### config.mk
export PLATFORM = sky130hd
export DESIGN_NAME = traffic_light_monitor
export DESIGN_NICKNAME = d
export VERILOG_FILES = /design/src/rtl/traffic_pkg.sv /design/src/rtl/tl_pattern_decode.sv /design/src/rtl/traffic_light_monitor.sv
export SDC_FILE = /design/constraint.sdc
export NUM_CORES = 1
export LEC_CHECK = 0
export BUFFER_PORTS_ARGS = -buffer_cell sky130_fd_sc_hd__buf_2
export CORE_MARGIN = 3
export CORE_UTILIZATION = 35
export DETAILED_ROUTE_END_ITERATION = 12
export HOLD_SLACK_MARGIN = 0.06
export PLACE_DENSITY_LB_ADDON = 0.12
export SYNTH_ARGS = -nofsm -noshare
export SYNTH_HDL_FRONTEND = slang
export SYNTH_SLANG_ARGS = --single-unit
### constraint.sdc
create_clock -name clk -period 2.4 [get_ports clk]
set_clock_uncertainty 0.1 [all_clocks]
set_input_delay 0.36 -clock clk [delete_from_list [all_inputs] [get_ports clk]]
set_output_delay 0.36 -clock clk [all_outputs]
set_load 0.03 [all_outputs]
### src/rtl/traffic_pkg.sv
// Shared types for the traffic-light monitor: lamp phases, error codes and
// the legal phase successor.
package traffic_pkg;

    typedef enum logic [1:0] {
        PH_RED       = 2'd0,
        PH_RED_AMBER = 2'd1,
        PH_GREEN     = 2'd2,
        PH_AMBER     = 2'd3
    } phase_t;

    typedef enum logic {
        ST_UNLOCKED = 1'b0,
        ST_TRACK    = 1'b1
    } state_t;

    localparam logic [2:0] ERR_NONE    = 3'd0;
    localparam logic [2:0] ERR_ILLEGAL = 3'd1;
    localparam logic [2:0] ERR_ORDER   = 3'd2;
    localparam logic [2:0] ERR_SHORT   = 3'd3;
    localparam logic [2:0] ERR_TIMEOUT = 3'd4;

    function automatic phase_t next_phase(input phase_t p);
        phase_t n;
        case (p)
            PH_RED:       n = PH_RED_AMBER;
            PH_RED_AMBER: n = PH_GREEN;
            PH_GREEN:     n = PH_AMBER;
            default:      n = PH_RED;
        endcase
        return n;
    endfunction

endpackage

### src/rtl/tl_pattern_decode.sv
// Combinational decode of the {red,amber,green} lamp pattern into a phase
// plus a legality flag.
module tl_pattern_decode
    import traffic_pkg::*;
(
    input  logic [2:0] pattern,
    output logic       legal,
    output logic [1:0] phase
);

    always_comb begin
        legal = 1'b1;
        phase = PH_RED;
        case (pattern)
            3'b100:  phase = PH_RED;
            3'b110:  phase = PH_RED_AMBER;
            3'b001:  phase = PH_GREEN;
            3'b010:  phase = PH_AMBER;
            default: legal = 1'b0;
        endcase
    end

endmodule

### src/rtl/traffic_light_monitor.sv
// In-system checker for the traffic-light controller: locks onto the lamp
// phase, tracks order and dwell, captures the first error, counts sequences.
module traffic_light_monitor
    import traffic_pkg::*;
#(
    parameter int MIN_DWELL = 1,
    parameter int MAX_DWELL = 4,
    parameter int CNT_W     = 8
) (
    input  logic             clk,
    input  logic             rst,
    input  logic             red,
    input  logic             amber,
    input  logic             green,
    input  logic             clr_err,
    output logic             locked,
    output logic [1:0]       phase,
    output logic             err,
    output logic [2:0]       err_code,
    output logic [CNT_W-1:0] seq_count
);

    localparam int DW = $clog2(MAX_DWELL + 1);
    localparam logic [DW-1:0] MIN_D = DW'(MIN_DWELL);
    localparam logic [DW-1:0] MAX_D = DW'(MAX_DWELL);

    state_t        state;
    phase_t        cur;
    logic [DW-1:0] dwell;

    logic          dec_legal;
    logic [1:0]    dec_raw;
    phase_t        dec_ph;
    logic          is_next;
    logic          new_err;
    logic [2:0]    new_code;

    tl_pattern_decode u_decode (
        .pattern ({red, amber, green}),
        .legal   (dec_legal),
        .phase   (dec_raw)
    );

    assign dec_ph  = phase_t'(dec_raw);
    assign is_next = (dec_ph == next_phase(cur));

    // Error classification in priority order; only meaningful while tracking.
    always_comb begin
        new_err  = 1'b0;
        new_code = ERR_NONE;
        if (state == ST_TRACK) begin
            if (!dec_legal) begin
                new_err  = 1'b1;
                new_code = ERR_ILLEGAL;
            end else if (dec_ph != cur && !is_next) begin
                new_err  = 1'b1;
                new_code = ERR_ORDER;
            end else if (is_next && dwell < MIN_D) begin
                new_err  = 1'b1;
                new_code = ERR_SHORT;
            end else if (dec_ph == cur && dwell == MAX_D) begin
                new_err  = 1'b1;
                new_code = ERR_TIMEOUT;
            end
        end
    end

    always_ff @(posedge clk or posedge rst) begin
        if (rst) begin
            state     <= ST_UNLOCKED;
            cur       <= PH_RED;
            dwell     <= '0;
            err       <= 1'b0;
            err_code  <= ERR_NONE;
            seq_count <= '0;
        end else begin
            // A new error beats a simultaneous clear; otherwise keep the first code.
            if (new_err) begin
                err <= 1'b1;
                if (!err || clr_err) err_code <= new_code;
            end else if (clr_err) begin
                err      <= 1'b0;
                err_code <= ERR_NONE;
            end

            case (state)
                ST_UNLOCKED: begin
                    if (dec_legal) begin
                        state <= ST_TRACK;
                        cur   <= dec_ph;
                        dwell <= DW'(1);
                    end
                end
                default: begin
                    if (!dec_legal) begin
                        state <= ST_UNLOCKED;
                        dwell <= '0;
                    end else if (dec_ph != cur) begin
                        // Covers both advance and ORDER re-lock; only a true
                        // AMBER->RED advance completes a sequence.
                        cur   <= dec_ph;
                        dwell <= DW'(1);
                        if (is_next && cur == PH_AMBER && seq_count != '1)
                            seq_count <= seq_count + CNT_W'(1);
                    end else if (dwell == MAX_D) begin
                        dwell <= DW'(1);
                    end else begin
                        dwell <= dwell + DW'(1);
                    end
                end
            endcase
        end
    end

    assign locked = (state == ST_TRACK);
    assign phase  = cur;

endmodule

# After elaboration in Yosys (flattened, before gate mapping)
# Cells that the tools add are included.
[op_classes]
addsub = 2
n_lt_le_gt_ge = 1
n_eq_ne = 14
n_mux = 28
reduce_logical = 15
[op_table]
columns = ["cell", "count"]
rows = [
  ["3-bit two-way mux", 13],
  ["2-bit one-hot mux with 3 select lines", 2],
  ["3-bit equality test, second input constant", 3],
  ["1-bit two-way mux", 9],
  ["8-bit by 1-bit adder with 8-bit output, second input constant", 1],
  ["2-bit two-way mux", 4],
  ["8-bit inequality test, second input constant", 1],
  ["1-bit logical AND", 5],
  ["2-bit equality test", 2],
  ["2-bit equality test, second input constant", 2],
  ["2-bit by 1-bit inequality test with 1-bit output, second input constant", 2],
  ["2-bit AND reduction", 2],
  ["4-bit AND reduction", 1],
  ["2-bit nonzero test", 2],
  ["4-bit OR reduction", 1],
  ["3-bit by 1-bit adder with 3-bit output, second input constant", 1],
  ["3-bit by 1-bit equality test with 1-bit output, second input constant", 1],
  ["3-bit by 2-bit equality test with 1-bit output, second input constant", 1],
  ["3-bit by 1-bit < comparator with 1-bit output, second input constant", 1],
  ["2-bit by 1-bit equality test with 1-bit output, second input constant", 1],
  ["1-bit logical NOT", 2],
  ["2-bit logical NOT", 1],
  ["2-bit inequality test", 1],
  ["1-bit logical OR", 1],
]
[word_totals]
reg_bits = 18
inputBits = 6

# Longest topological paths before layout
# Gate-level depths: netlist of run 1.
[depth]
word_depth = 11
mapped_depth = 8

# Hierarchy
# Synthesis of run 1 repeated with hierarchy kept, for this count alone.
[hier_totals]
hier_cells = 107
hier_area_um2 = 1077.3
[by_module_without_submodules]
columns = ["module", "instances", "cells_per_inst", "area_each_um2"]
rows = [
  ["traffic_light_monitor", 1, 102, 1043.5],
  ["tl_pattern_decode", 1, 5, 33.8],
]

# Least setup slack after synthesis of run 1
# OpenSTA, ideal clock, no wires.
[synth_timing]
kind = "reg2reg"
start = "reg cur[0], in the netlist phase[0]"
end = "reg seq_count[1]"
t_arrival_ps = 2415
t_required_ps = 2175
setup_slack_ps = -240
path_stages_with_launch = 8
path_cell_list = "dfrtp_1 -> inv_1 -> ha_1 -> nor2_1 -> mux2i_1 -> or3b_2 -> a211oi_4 -> mux2_2"
[synth_between]
elab_chain_cells = 6
word_cells_on_any_way = 10
[synth_rtl]
columns = ["element", "line", "rtl"]
rows = [
  ["start: declaration", "traffic_light_monitor.sv:28", "phase_t cur;"],
  ["start signal: assignment", "traffic_light_monitor.sv:90", "cur <= dec_ph;"],
  ["start signal: assignment", "traffic_light_monitor.sv:101", "cur <= dec_ph;"],
  ["2-bit equality test, or another cell as far along", "traffic_pkg.sv:25", "case (p)"],
  ["2-bit one-hot mux with 3 select lines", "traffic_pkg.sv:25", ""],
  ["2-bit equality test", "traffic_light_monitor.sv:45", "assign is_next = (dec_ph == next_phase(cur));"],
  ["1-bit logical AND (2 in a row)", "traffic_light_monitor.sv:103", "if (is_next && cur == PH_AMBER && seq_count != '1)"],
  ["4-bit AND reduction (no source line) *", "-", ""],
  ["end signal: assignment", "traffic_light_monitor.sv:104", "seq_count <= seq_count + CNT_W'(1);"],
  ["end: declaration", "traffic_light_monitor.sv:20", "output logic [CNT_W-1:0] seq_count"],
]
# Mark *: on every way between the ends. The rest lies on a longest branch, timed or not.
# A chain may end at the register's enable or synchronous reset.

# Worst setup path in the final report of run 1
[layout_timing]
start = "reg cur[0], in the netlist phase[0]"
end = "reg seq_count[7]"
# Same word-level chain as after synthesis.

==> flow_metrics.env, run 1 <==
export IMPL_dr_total_vias=988
export IMPL_regArea_um2=452.9
export IMPL_synth_top_cell_area_share_pct=37.97
export IMPL_p_int_w=0.0005828
export IMPL_grt_max_degree=19
export IMPL_path_clk_slew_ns=0.11
export IMPL_cp_num_buf_inv=3
export IMPL_final_cells=193
export IMPL_slew_viol_final=0
export IMPL_grt_pass1_vias=927
export IMPL_ant_nets=0
export IMPL_crit_family="simple AND/OR/NAND/NOR gates"
export IMPL_via_per_inst=5.119
export IMPL_pwr_share_clk_pct=20.7
export IMPL_endpoint_kind="flop"
export IMPL_grt_pass1_wl_um=4388
export IMPL_fp_dieW_um=64.22
export IMPL_die_area_um2=4124
export IMPL_rsz0062_at_grt="yes"
export IMPL_synth_area_um2=1186
export IMPL_drt_initial_drc_count=34
export IMPL_worstSetupStartpoint="phase[0]"
export IMPL_final_common_cell="buf_2"
export IMPL_syn2layout_area_growth_pct=24.79
export IMPL_max_vdd_ir_drop_v=0.0002629
export IMPL_route_detailed_drc=0
export IMPL_synth_largest_area_cell="dfrtp_1"
export IMPL_switching_share_pct=37.30
export IMPL_clk_latency_ns=0.30
export IMPL_p_seq_share_pct=40.1
export IMPL_n_antenna_cell=0
export IMPL_antenna_found_initial=0
export IMPL_ys_seq_area_share_pct=37.97
export IMPL_powerDensity_nw_per_um2=627.9
export IMPL_cts_tree="done"
export IMPL_finalSetupViolations=0
export IMPL_power_share_combinational_pct=39.2
export IMPL_dr_pass1_iters=4
export IMPL_cts_root_buf="clkbuf_4"
export IMPL_start_kind="flop"
export IMPL_rows=20
export IMPL_synth_cell_type_count=42
export IMPL_maxCapViolCount=0
export IMPL_cts_made_buffers=3
export IMPL_arrival_ns=2.38
export IMPL_initial_core_util_pct=37.62
export IMPL_crit_type="reg2reg"
export IMPL_grt_ovfl_total=0
export IMPL_synth_avg_cell_area_um2=10.23
export IMPL_reg2reg_to="seq_count[7]"
export IMPL_htree_levels=1
export IMPL_total_power_w=0.0009294
export IMPL_path_cells="inv_4 -> ha_2 -> nor2_4 -> mux2i_2 -> or3b_4 -> a211oi_4 -> buf_6 -> buf_4 -> nand3_1 -> xnor2_1"
export IMPL_async_reset_ff_share_pct=100.0
export IMPL_syn_inst=116
export IMPL_io_buffers=20
export IMPL_yosysWarnings=0
export IMPL_cts_sinks=18
export IMPL_core_area_um2=3153
export IMPL_fin_tns_setup_ns=0
export IMPL_outcome="completed"
export IMPL_worstPathMaxFanout=6
export IMPL_wl_per_cell_um=13.76
export IMPL_dieHeight_um=64.22
export IMPL_crit_required_ns=2.49
export IMPL_syn_nets=128
export IMPL_ys_ff_latch=18
export IMPL_period_needed_ns=2.287
export IMPL_place_gp_congestion=0.8480
export IMPL_hold_ws_ns=0.05367
export IMPL_fmax_mhz=437.2
export IMPL_wirelength_um=2656
export IMPL_switchingPower_w=0.0003467
export IMPL_r2r_start="phase[0]"
export IMPL_grt_total_usage_pct=13.55
export IMPL_dpl_cell_area_um2=1371
export IMPL_layout_drive_gt1_share_pct=38.93
export IMPL_reg2regPathDepth=10
export IMPL_synthTopCellsByArea="dfrtp_1 (38%), ha_1 (6.3%), xnor2_1 (5.9%)"
export IMPL_place_inst=184
export IMPL_slew_headroom_pct=52.48
export IMPL_power_leakage_nw=0.7050
export IMPL_synthFlopType="dfrtp_1"
export IMPL_reg2reg_slack_ns=0.11
export IMPL_synth_edf_count=0
export IMPL_worst_pin_slew_ns=0.7119
export IMPL_fillers=317
export IMPL_hold_viol=0
export IMPL_multi_input_area_um2=705.7
export IMPL_slowest_delay_ns=0.46
export IMPL_mostFrequentLayoutCells="buf_2 (20), dfrtp_1 (16), buf_4 (12), xnor2_1 (8), o21ai_0 (6)"
export IMPL_boundaryPins=21
export IMPL_nets=162
export IMPL_dp_hpwl_um=2037
export IMPL_cts_path_max_buffers=2
export IMPL_fin_crit_sh_pct=95.30
export IMPL_stdcell_area_um2=1480
export IMPL_cpMaxStageDelayCell="dfrtp_2"
export IMPL_hp_class="in2async"
state kept, by name (all words and copies together) (netlist names):
| signal | count |
|---|---|
| dwell | 3 |
| locked | 1 |
| seq_count | 8 |
| err_code | 3 |
| phase | 2 |
| err | 1 |
worst max path at each step:
stage                        end  slack [ns]  cells after the start
finish              seq_count[7]        0.11                     10
global placement    seq_count[6]        0.05                      8
CTS                 seq_count[6]        0.04                      9
global route        seq_count[5]      -0.001                      9
detailed placement  seq_count[5]        0.04                      8
floorplan           seq_count[1]        0.08                      7
worst reg2reg max path, stage by stage (launching register included):
cell and delay [ns]:
dfrtp_2 0.46, inv_4 0.09, ha_2 0.19, nor2_4 0.04, mux2i_2 0.16, or3b_4 0.40, a211oi_4 0.28, buf_6 0.15
buf_4 0.10, nand3_1 0.08, xnor2_1 0.13
Yosys cell counts (all sizes together) (3+ instances only):
cell	number
dfrtp	18
xnor2	8
inv	7
ha	6
o21ai	6
and3	4
buf	4
nand2	4
nand4	4
nor2	4
nor3	4
nor3b	4
a211oi	3
and2b	3
mux2i	3
nand3	3
nand3b	3
routing by layer:
metal / up-vias / GRT usage, % / wire length [µm]
met5: - / 0 / 0
met4: 0 / 5.541 / 44
met3: 4 / 1.933 / 92
met2: 23 / 21.94 / 1243
met1: 474 / 18.02 / 1276
li1: 487 / - / -
layout make-up:
cell class | count | area share, %
clock buffers | 4 | 2.451
inverters | 7 | 1.944
multi-input cells | 87 | 47.68
flip-flops and latches | 18 | 30.60
well taps | 44 | 3.719
repair buffers | 33 | 13.61
cell families (layout without fill, tap and decap cells):
group,count (synthesis),count (layout),share of synthesized area (%)
simple gates,42,42,21.73
fa+ha+maj,6,6,6.329
xor+xnor,10,10,7.384
mux,4,4,3.481
buf+inv,11,44,5.380
flops,18,18,37.97
compound gates,25,25,17.72
power by group through the flow:
stage                     logic (W)  clock network [W]  registers, W
after floorplan            0.000184                  0      0.000438
after global placement     0.000329                  0      0.000378
after detailed placement   0.000335                  0      0.000378
after CTS                  0.000337           0.000200      0.000372
after global routing       0.000399           0.000207      0.000379
final                      0.000365           0.000192      0.000372
metrics by stage:
stage / utilization [%] / setup WS (ns)
floorplan: - / 0.07595
global placement: 43.49 / 0.04608
detailed placement: 43.49 / 0.03892
CTS: 44.64 / 0.03950
global route: 46.94 / -0.0009774
finish: 46.94 / 0.1129
repair_timing:
action | CTS | global route
setup buffers | 0 | 5
setup endpoints to repair | 0 | 7
endpoints found under the hold margin | 0 | 0
hold buffers | 0 | 0
resized for setup | 0 | 9
No activity file was read; power rests on OpenSTA's default activity.
==> run 2, diff against run 1 <==
==> constraint.sdc (replaced) <==
create_clock -name clk -period 2.4 [get_ports clk]
set_clock_uncertainty 0.1 [all_clocks]
set_input_delay 0.12 -clock clk [delete_from_list [all_inputs] [get_ports clk]]
set_output_delay 0.12 -clock clk [all_outputs]
set_load 0.03 [all_outputs]
==> run 2 against run 1 <==
Cell count shrank 2.1%; global-route usage shrank 0.91 points; register-to-register slack is essentially flat; sequential cell count is the same; sequential power is essentially flat; die area is the same; clock power shrank 2%; count of clock-buffer cells in the layout is the same; via count shrank 3.7%; design area shrank 3.2%.
==> flow_metrics.env, run 2 (synthesis gave the netlist of run 1 again) <==
export IMPL_grt_total_usage_pct=12.64
export IMPL_reg2regPathDepth=8
export IMPL_finish_utilization_pct=45.44
export IMPL_period_needed_ns=2.296
export IMPL_via_per_inst=5.032
export IMPL_largest_register_ffs=8
export IMPL_fmax_mhz=435.5
export IMPL_fillers=326
export IMPL_grt_max_degree=19
export IMPL_io_buffers=20
export IMPL_drt_initial_drc_count=22
export IMPL_initial_core_util_pct=37.62
export IMPL_grt_ovfl_total=0
export IMPL_outcome="completed"
export IMPL_pwr_share_clk_pct=21.1
export IMPL_htree_levels=1
export IMPL_cpMaxStageDelayCell="dfrtp_2"
export IMPL_dr_pass1_iters=4
export IMPL_crit_required_ns=2.48
export IMPL_dp_hpwl_um=1900
export IMPL_worstPathMaxFanout=8
export IMPL_largest_register="seq_count"
export IMPL_crit_type="reg2reg"
export IMPL_finalSetupViolations=0
export IMPL_slowest_delay_ns=0.44
export IMPL_start_kind="flop"
export IMPL_antenna_found_initial=0
export IMPL_final_common_cell="buf_2"
export IMPL_core_area_um2=3153
export IMPL_switchingPower_w=0.0003306
export IMPL_reg_top3="seq_count x8, dwell x3, err_code x3"
export IMPL_reg2reg_slack_ns=0.10
export IMPL_maxCapViolCount=0
export IMPL_die_area_um2=4124
export IMPL_route_detailed_drc=0
export IMPL_reg2reg_to="seq_count[1]"
export IMPL_mostFrequentLayoutCells="buf_2 (20), dfrtp_1 (16), xnor2_1 (8)"
export IMPL_powerDensity_nw_per_um2=624.5
export IMPL_p_seq_share_pct=41.7
export IMPL_path_clk_slew_ns=0.10
export IMPL_dieHeight_um=64.22
export IMPL_arrival_ns=2.38
export IMPL_boundaryPins=21
export IMPL_cts_root_buf="clkbuf_4"
export IMPL_fin_tns_setup_ns=0
export IMPL_switching_share_pct=36.95
export IMPL_multi_input_area_um2=685.7
export IMPL_syn2layout_area_growth_pct=20.78
export IMPL_regArea_um2=452.9
export IMPL_cts_tree="done"
export IMPL_power_leakage_nw=0.6879
export IMPL_worst_pin_slew_ns=0.6928
export IMPL_wirelength_um=2477
export IMPL_path_cells="inv_2 -> ha_1 -> nor2_2 -> mux2i_1 -> or3b_4 -> a211oi_4 -> buf_6 -> mux2_4"
export IMPL_cts_sinks=18
export IMPL_fin_crit_sh_pct=95.68
export IMPL_hp_start="amber"
export IMPL_min_path_cells=2
export IMPL_clk_latency_ns=0.29
export IMPL_endpoint_kind="flop"
export IMPL_cts_made_buffers=3
export IMPL_slew_headroom_pct=53.76
export IMPL_layout_drive_gt1_share_pct=33.10
export IMPL_n_antenna_cell=0
export IMPL_rows=20
export IMPL_place_gp_congestion=0.7853
export IMPL_grt_pass1_wl_um=4215
export IMPL_hold_viol=0
export IMPL_nets=158
export IMPL_cts_path_max_buffers=2
export IMPL_fp_dieW_um=64.22
export IMPL_r2r_start="phase[0]"
export IMPL_grt_pass1_vias=907
export IMPL_wl_per_cell_um=13.11
export IMPL_power_share_combinational_pct=37.2
export IMPL_dr_total_vias=951
export IMPL_hold_end="phase[0]"
export IMPL_p_int_w=0.0005641
export IMPL_max_vdd_ir_drop_v=0.0003579
export IMPL_slew_viol_final=0
export IMPL_hold_ws_ns=0.1054
export IMPL_ant_nets=0
export IMPL_hp_class="in2reg"
[run 2: changes by cell type in the layout (fill, tap and decap cells not counted), sizes merged]
| cell | change |
|---|---|
| dlygate4sd3 | +2 |
| buf | -6 |
[run 2: repair_timing]
| action | 4_1_cts | 5_1_grt |
|---|---|---|
| resized for setup | 0 | 3 |
| setup endpoints to repair | 0 | 5 |
| endpoints found under the hold margin | 19 | 0 |
| hold buffers | 2 | 0 |
| buffers inserted | 0 | 2 |
[run 2: per-layer routing]
metal	track usage [%]	share of wire (%)
met1	17.63	50
met5	0	0
met3	1.933	3.5
met2	19.61	45
met4	4.749	1.6
[run 2: power by group through the flow]
stage | registers, W | logic, W | clock network [W]
5_1_grt | 0.000379 | 0.000367 | 0.000211
3_3_place_gp | 0.000377 | 0.000324 | 0
3_5_place_dp | 0.000380 | 0.000321 | 0
2_1_floorplan | 0.000438 | 0.000184 | 0
4_1_cts | 0.000374 | 0.000325 | 0.000195
6_report | 0.000373 | 0.000333 | 0.000188
[run 2: how the worst max path moves through the flow]
stage / from / depth (start not counted) / slack (ns) / end
global placement: phase[0] / 7 / 0.11 / seq_count[1]
finish: phase[0] / 8 / 0.10 / seq_count[1]
CTS: phase[0] / 7 / 0.03 / seq_count[1]
global route: phase[0] / 9 / -0.01 / seq_count[4]
detailed placement: phase[0] / 7 / 0.04 / seq_count[1]
floorplan: phase[1] / 7 / 0.08 / seq_count[1]
[run 2: critical path, delay by kind of cell (launching register included)]
family	cells	cell delay (ns)
compound gates	1	0.25
fa+ha+maj	1	0.20
buf+inv	2	0.22
flops	1	0.44
mux	2	0.42
simple gates	2	0.56
[run 2: metrics by stage]
step	power [W]	setup WS [ns]	std cells	area, µm²
6_report	0.0008947	0.1038	189	1433
5_1_grt	0.0009571	-0.01029	189	1433
4_1_cts	0.0008946	0.03079	187	1405
3_5_place_dp	0.0007013	0.04187	181	1349
3_3_place_gp	0.0007007	0.1064	181	1349
2_1_floorplan	0.0006221	0.07595	116	1194
[run 2: area by class of cell]
type | count | area share, %
multi-input combinational | 87 | 47.86
sequential | 18 | 31.62
timing repair buffer | 29 | 12.31
tap | 44 | 3.843
clock buffer | 4 | 2.533
inverter | 7 | 1.834
